[src/rtl/dbg_disp_pkg.sv]
// Shared types and constants for the debug probe display.
package dbg_disp_pkg;

    typedef enum logic [1:0] {
        DM_LIVE   = 2'b00,
        DM_CAPT   = 2'b01,
        DM_FREEZE = 2'b10,
        DM_SCROLL = 2'b11
    } dbg_mode_e;

    localparam int unsigned NUM_DIGITS = 6;
    localparam int unsigned CNT_W      = 8;

    // One enable bit per nibble actually carried by a probe word, right-aligned.
    function automatic logic [NUM_DIGITS-1:0] nibble_mask(input int unsigned data_w);
        logic [NUM_DIGITS-1:0] m;
        m = '0;
        for (int unsigned i = 0; i < NUM_DIGITS; i++) begin
            if (i < data_w / 4) begin
                m[i] = 1'b1;
            end
        end
        return m;
    endfunction

endpackage

[src/rtl/dbg_capture_ch.sv]
// One probe channel: strobe rising-edge detect, captured word, valid flag and
// saturating edge count.
module dbg_capture_ch
    import dbg_disp_pkg::*;
#(
    parameter int unsigned DATA_W = 24
) (
    input  logic              Clk,
    input  logic              Reset,
    input  logic              strobe,
    input  logic [DATA_W-1:0] data,
    output logic [DATA_W-1:0] cap,
    output logic              valid,
    output logic [CNT_W-1:0]  cnt
);

    logic              strobe_prev_q, strobe_prev_d;
    logic [DATA_W-1:0] cap_q, cap_d;
    logic              valid_q, valid_d;
    logic [CNT_W-1:0]  cnt_q, cnt_d;
    logic              edge_c;

    always_comb begin
        strobe_prev_d = strobe;
        cap_d         = cap_q;
        valid_d       = valid_q;
        cnt_d         = cnt_q;
        edge_c        = strobe & ~strobe_prev_q;
        if (edge_c) begin
            cap_d   = data;
            valid_d = 1'b1;
            if (cnt_q != '1) begin
                cnt_d = cnt_q + CNT_W'(1);
            end
        end
    end

    always_ff @(posedge Clk) begin
        if (Reset) begin
            strobe_prev_q <= 1'b0;
            cap_q         <= '0;
            valid_q       <= 1'b0;
            cnt_q         <= '0;
        end else begin
            strobe_prev_q <= strobe_prev_d;
            cap_q         <= cap_d;
            valid_q       <= valid_d;
            cnt_q         <= cnt_d;
        end
    end

    assign cap   = cap_q;
    assign valid = valid_q;
    assign cnt   = cnt_q;

endmodule

[src/rtl/dbg_probe_display.sv]
// Debug probe display: live / capture / freeze / auto-scroll views of NUM_CH
// probe words onto six hex digits. Auto-scroll needs DBG_DISP_AUTOSCROLL_EN.
module dbg_probe_display
    import dbg_disp_pkg::*;
#(
    parameter int unsigned NUM_CH     = 8,
    parameter int unsigned DATA_W     = 24,
    parameter int unsigned SCROLL_DIV = 50_000_000,
    parameter int unsigned CH_W       = $clog2(NUM_CH)
) (
    input  logic                     Clk,
    input  logic                     Reset,
    input  logic [NUM_CH*DATA_W-1:0] ch_data,
    input  logic [NUM_CH-1:0]        ch_strobe,
    input  logic [CH_W-1:0]          sel,
    input  logic [1:0]               mode,
    output logic [NUM_DIGITS*4-1:0]  hex_digits,
    output logic [NUM_DIGITS-1:0]    digit_en,
    output logic [CH_W-1:0]          cur_ch,
    output logic                     capt_valid,
    output logic [CNT_W-1:0]         capt_count
);

    localparam int unsigned HEX_W = NUM_DIGITS * 4;

    logic [DATA_W-1:0] live_w [NUM_CH];
    logic [DATA_W-1:0] cap_w  [NUM_CH];
    logic [CNT_W-1:0]  cnt_w  [NUM_CH];
    logic [NUM_CH-1:0] valid_w;

    for (genvar i = 0; i < NUM_CH; i++) begin : g_ch
        assign live_w[i] = ch_data[i*DATA_W +: DATA_W];

        dbg_capture_ch #(
            .DATA_W (DATA_W)
        ) u_cap (
            .Clk    (Clk),
            .Reset  (Reset),
            .strobe (ch_strobe[i]),
            .data   (live_w[i]),
            .cap    (cap_w[i]),
            .valid  (valid_w[i]),
            .cnt    (cnt_w[i])
        );
    end

    logic [CH_W-1:0]       sel_eff_c;
    dbg_mode_e             mode_c;
    logic [CH_W-1:0]       cur_ch_q, cur_ch_d;
    logic [HEX_W-1:0]      hex_q, hex_d;
    logic [NUM_DIGITS-1:0] den_q, den_d;
    logic                  cv_q, cv_d;
    logic [CNT_W-1:0]      cc_q, cc_d;

`ifdef DBG_DISP_AUTOSCROLL_EN
    localparam int unsigned SC_W = $clog2(SCROLL_DIV);
    logic [SC_W-1:0] scnt_q, scnt_d;
    dbg_mode_e       mode_prev_q, mode_prev_d;
`endif

    assign mode_c = dbg_mode_e'(mode);

    // Out-of-range selects land on the last channel.
    always_comb begin
        sel_eff_c = sel;
        if (32'(sel) >= NUM_CH) begin
            sel_eff_c = CH_W'(NUM_CH - 1);
        end
    end

    // Registers: display outputs, mode history and scroll counter.
    always_ff @(posedge Clk) begin
        if (Reset) begin
            cur_ch_q    <= '0;
            hex_q       <= '0;
            den_q       <= '0;
            cv_q        <= 1'b0;
            cc_q        <= '0;
`ifdef DBG_DISP_AUTOSCROLL_EN
            scnt_q      <= '0;
            mode_prev_q <= DM_LIVE;
`endif
        end else begin
            cur_ch_q    <= cur_ch_d;
            hex_q       <= hex_d;
            den_q       <= den_d;
            cv_q        <= cv_d;
            cc_q        <= cc_d;
`ifdef DBG_DISP_AUTOSCROLL_EN
            scnt_q      <= scnt_d;
            mode_prev_q <= mode_prev_d;
`endif
        end
    end

    // Next displayed channel per mode.
    always_comb begin
        cur_ch_d = cur_ch_q;
`ifdef DBG_DISP_AUTOSCROLL_EN
        scnt_d      = '0;
        mode_prev_d = mode_c;
`endif
        case (mode_c)
            DM_FREEZE: cur_ch_d = cur_ch_q;
`ifdef DBG_DISP_AUTOSCROLL_EN
            DM_SCROLL: begin
                if (mode_prev_q != DM_SCROLL) begin
                    cur_ch_d = sel_eff_c;
                end else if (scnt_q == SC_W'(SCROLL_DIV - 1)) begin
                    cur_ch_d = (cur_ch_q == CH_W'(NUM_CH - 1)) ? '0 : cur_ch_q + CH_W'(1);
                end else begin
                    scnt_d = scnt_q + SC_W'(1);
                end
            end
`endif
            default:   cur_ch_d = sel_eff_c;
        endcase
    end

    // Output values; freeze simply keeps every output register loaded.
    always_comb begin
        hex_d = hex_q;
        den_d = den_q;
        cv_d  = cv_q;
        cc_d  = cc_q;
        if (mode_c != DM_FREEZE) begin
            den_d = nibble_mask(DATA_W);
            cv_d  = valid_w[cur_ch_d];
            cc_d  = cnt_w[cur_ch_d];
            if (mode_c == DM_CAPT) begin
                hex_d = HEX_W'(cap_w[cur_ch_d]);
            end else begin
                hex_d = HEX_W'(live_w[cur_ch_d]);
            end
        end
    end

    assign hex_digits = hex_q;
    assign digit_en   = den_q;
    assign cur_ch     = cur_ch_q;
    assign capt_valid = cv_q;
    assign capt_count = cc_q;

endmodule

[config.mk]
export PLATFORM = sky130hd
export DESIGN_NAME = dbg_probe_display
export DESIGN_NICKNAME = d
export VERILOG_FILES = /design/src/rtl/dbg_disp_pkg.sv /design/src/rtl/dbg_capture_ch.sv /design/src/rtl/dbg_probe_display.sv
export SDC_FILE = /design/constraint.sdc
export NUM_CORES = 1
export LEC_CHECK = 0
export CORE_MARGIN = 2
export CORE_UTILIZATION = 50
export CTS_CLUSTER_SIZE = 12
export DETAILED_ROUTE_END_ITERATION = 6
export MAX_ROUTING_LAYER = met4
export PLACE_DENSITY = 0.77
export SYNTH_ARGS = -nofsm -noshare
export SYNTH_HDL_FRONTEND = slang
export SYNTH_SLANG_ARGS = --single-unit
[constraint.sdc]
create_clock -name Clk -period 1.9 [get_ports Clk]
set_clock_uncertainty 0.05 [all_clocks]
set_input_delay 0.38 -clock Clk [delete_from_list [all_inputs] [get_ports Clk]]
set_output_delay 0.38 -clock Clk [all_outputs]
set_load 0.01 [all_outputs]
==> reports/metrics.cfg <==
[status]
violations=setup timing
status=finished, violations left

[yosys]
yosysSeqAreaShare_pct=36.7
yosys.area.top_type=dfxtp_1
synth_top_family_by_area=simple AND/OR/NAND/NOR gates
synth_compound_gate_area_share_pct=14.6
ys_async_sr_fraction_pct=0
syn_inst=2176
synth_top_area_share_pct=36.7
synth.cell_area_mm2=0.0169
ys_seq_elements=309
synth.avg_cell_area_um2=7.75
ys.flop_type=dfxtp_1
syn_nets=2391
yosys_warnings=0
synthDistinctLibCells=45
synth_adder_area_share_pct=0.593
synth_edf_count=0
yosys.area_share.simple_pct=22.9
synth_area_leaders=dfxtp_1 (37%), mux2i_1 (17%), nand2_1 (13%)
synth_xor_area_share_pct=2.49
synth_mux_area_share_pct=17.7

[finish]
area_delta_synth_final_pct=34.7
utilization_pct=68.1
nets=2696
design_area_mm2=0.0227
drive_gt1_share_pct=12.9
nFillCells=2680

[clock_tree]
clk_latency_ns=0.53
cts_sinks=309
clk_path_buf_depth=3
cts_buffers=35
cts_tree=built
ctsHoldBuffers=0
cts.htree.levels=2
root_buffer=clkbuf_16
path_clk_slew_ns=0.06

[die]
die_y_um=188
die_x_um=188
dieArea_mm2=0.0352
coreArea_mm2=0.0334
pin_count=249
start_util_pct=50.6
rows=67

[drt]
vias=18000
wl_per_cell_um=21.8
routed_via_density=6.09
ant_nets=0
drt-total-wl_mm=64.4
dr.pass1.iters=6
drc=0
drt_iter0_drc=1985

[setup_path]
path_cells=buf_4 > clkbuf_16 > mux2i_1 > mux2i_2 > o32ai_2 > buf_4 > o21ai_1 > and4_1
worstPathArrival_ns=2.40
worstRegToRegCells=8
critical-path-top-delay-family=multiplexers
worst-path-stages=8
crit_type=flip-flop to flip-flop
endpoint_kind=flip-flop
crit_path_max_fanout=6
crit_top_cell=buf_4
max_stage_delay_ns=0.41
slowest_stage=mux2i_2
required_ns=2.31
cp_num_buf_inv=3
startpoint_type=flip-flop

[placed_design]
placed_area_mm2=0.0211
place.gp.congestion=1.08
port_buffers=248
hpwl_mm=44.3
dp_slack_ns=-0.739

[timing]
whs_ns=0.207
slew_viol_final=0
clock.fmax_ghz=0.504
period_share_pct=105
rsz0062_at_grt=true
fin_tns_setup_ns=-0.245
worst_pin_slew_ns=0.570
worst_slack_ns=-0.0859
hold_viol=0
max_slew_margin_pct=62.0
setup_viol=6
period_needed_ns=1.99

[min_path]
hold_class=input port to flip-flop
hold_depth=3

[power]
p_per_area_mw_per_mm2=769
p_leak_nw=9.07
vdd_drop_max_mv=0.543

[run]
drv_cap=0

[global_route]
antenna_found_initial=5
grt_pass1_vias=17900
grt_max_degree=99
grt_usage_pct=36.0
grt_pass1_wl_mm=97.0
grt_overflow=0

[worst min-delay path, stage by stage]
cell and delay (ns):
dlymetal6s2s_1 0.21, nand2_1 0.09, a21oi_1 0.05
[state kept, by name (all words and copies together), names as in the netlist]
name / count
g_ch.u_cap.cap: 192
g_ch.u_cap.valid: 8
capt_valid: 1
g_ch.u_cap.cnt: 64
g_ch.u_cap.strobe_prev_q: 8
capt_count: 8
cur_ch: 3
hex_digits: 24
digit_en: 1
[per-layer routing]
metal / vias up / wire, um / global-route usage (%)
met1: 8433 / 22700 / 39.3
met5: - / 0 / -
met2: 1091 / 29700 / 57.9
li1: 8137 / - / -
met4: 0 / 5720 / 28.0
met3: 326 / 6160 / 6.74
[report_power, final]
part	internal, mW	switching [mW]	leakage [nW]
Clock	3.84	2.69	0.529
Combinational	1.80	2.02	6.01
Sequential	6.85	0.267	2.54
[cell type report]
class                      instances  area [um^2]  share of cell area [%]
sequential                       309         6190                    27.2
tap                              448          561                    2.47
clock inverter                     5         50.0                   0.220
timing repair buffer             442         4650                    20.4
multi-input combinational       1683        10200                    44.9
antenna                            5         12.5                  0.0551
inverter                          10         37.5                   0.165
clock buffer                      53         1030                    4.51
[cell families after synthesis]
group / Yosys count
AO/OA/AOI/OAI: 397
XOR/XNOR: 48
adder cells (fa/ha/maj): 8
buffers and inverters: 187
flip-flops: 309
multiplexers: 296
AND/OR/NAND/NOR: 931
[what timing repair did]
action | 4_1_cts | 5_1_grt
pin swaps | 1 | 6
gates resized for setup | 34 | 57
gates cloned | 2 | 6
buffers inserted | 1 | 9
setup endpoints to repair | 51 | 46
[placed cells by master, fill, tap and decap left out, types with 9 or more instances in the layout]
master / count
nor2_1: 199
buf_12: 49
nand4_1: 10
dlygate4sd2_1: 13
and3_1: 11
mux2_2: 11
o21ai_0: 27
clkbuf_1: 12
a32o_1: 9
buf_4: 137
and4_1: 23
mux2i_1: 269
nand2_1: 575
o32ai_2: 13
mux2i_2: 15
inv_1: 9
nor3_1: 14
o32ai_1: 33
a21oi_1: 210
nor2b_1: 9
xor2_1: 11
clkbuf_16: 40
a32oi_1: 21
dfxtp_1: 306
o211ai_1: 10
clkdlybuf4s50_1: 216
dlymetal6s2s_1: 16
nand3_1: 55
xnor2_1: 37
a211oi_1: 22
o21ai_1: 20
[through the flow]
stage / instances / power (mW)
finish: 2955 / 17.5
global route: 2955 / 18.0
CTS: 2936 / 17.3
detailed placement: 2875 / 10.8
global placement: 2875 / 10.7
floorplan: 2176 / 8.92
[synth_stat cells (2+ instances only)]
| cell | n |
|---|---|
| nand2_1 | 577 |
| dfxtp_1 | 309 |
| mux2i_1 | 285 |
| a21oi_1 | 211 |
| nor2_1 | 201 |
| clkbuf_1 | 99 |
| nand3_1 | 56 |
| o32ai_1 | 47 |
| buf_2 | 40 |
| xnor2_1 | 37 |
| o21ai_0 | 28 |
| a211oi_1 | 23 |
| a32oi_1 | 23 |
| and4_1 | 23 |
| o21ai_1 | 19 |
| nor2b_1 | 18 |
| buf_4 | 17 |
| buf_1 | 14 |
| nor3_1 | 14 |
| and3_1 | 11 |
| xor2_1 | 11 |
| mux2_2 | 10 |
| nand4_1 | 10 |
| o211ai_1 | 10 |
| a31oi_1 | 9 |
| a32o_1 | 9 |
| inv_1 | 9 |
| nand2b_1 | 9 |
| ha_1 | 8 |
| o21a_1 | 8 |
| or3_1 | 8 |
| buf_6 | 7 |
| a31oi_2 | 2 |
| nor4bb_1 | 2 |
| o221ai_1 | 2 |
[worst paths after layout]
kind                                      startpoint              endpoint  slack, ns
worst max-delay path                       cur_ch[0]        hex_digits[13]      -0.09
worst min-delay path                          sel[2]             cur_ch[2]       0.21
worst max register to register             cur_ch[0]        hex_digits[13]      -0.09
worst min register to register  g_ch[6].u_cap.cap[5]  g_ch[6].u_cap.cap[5]       0.40
(Power assumes the default switching activity.)
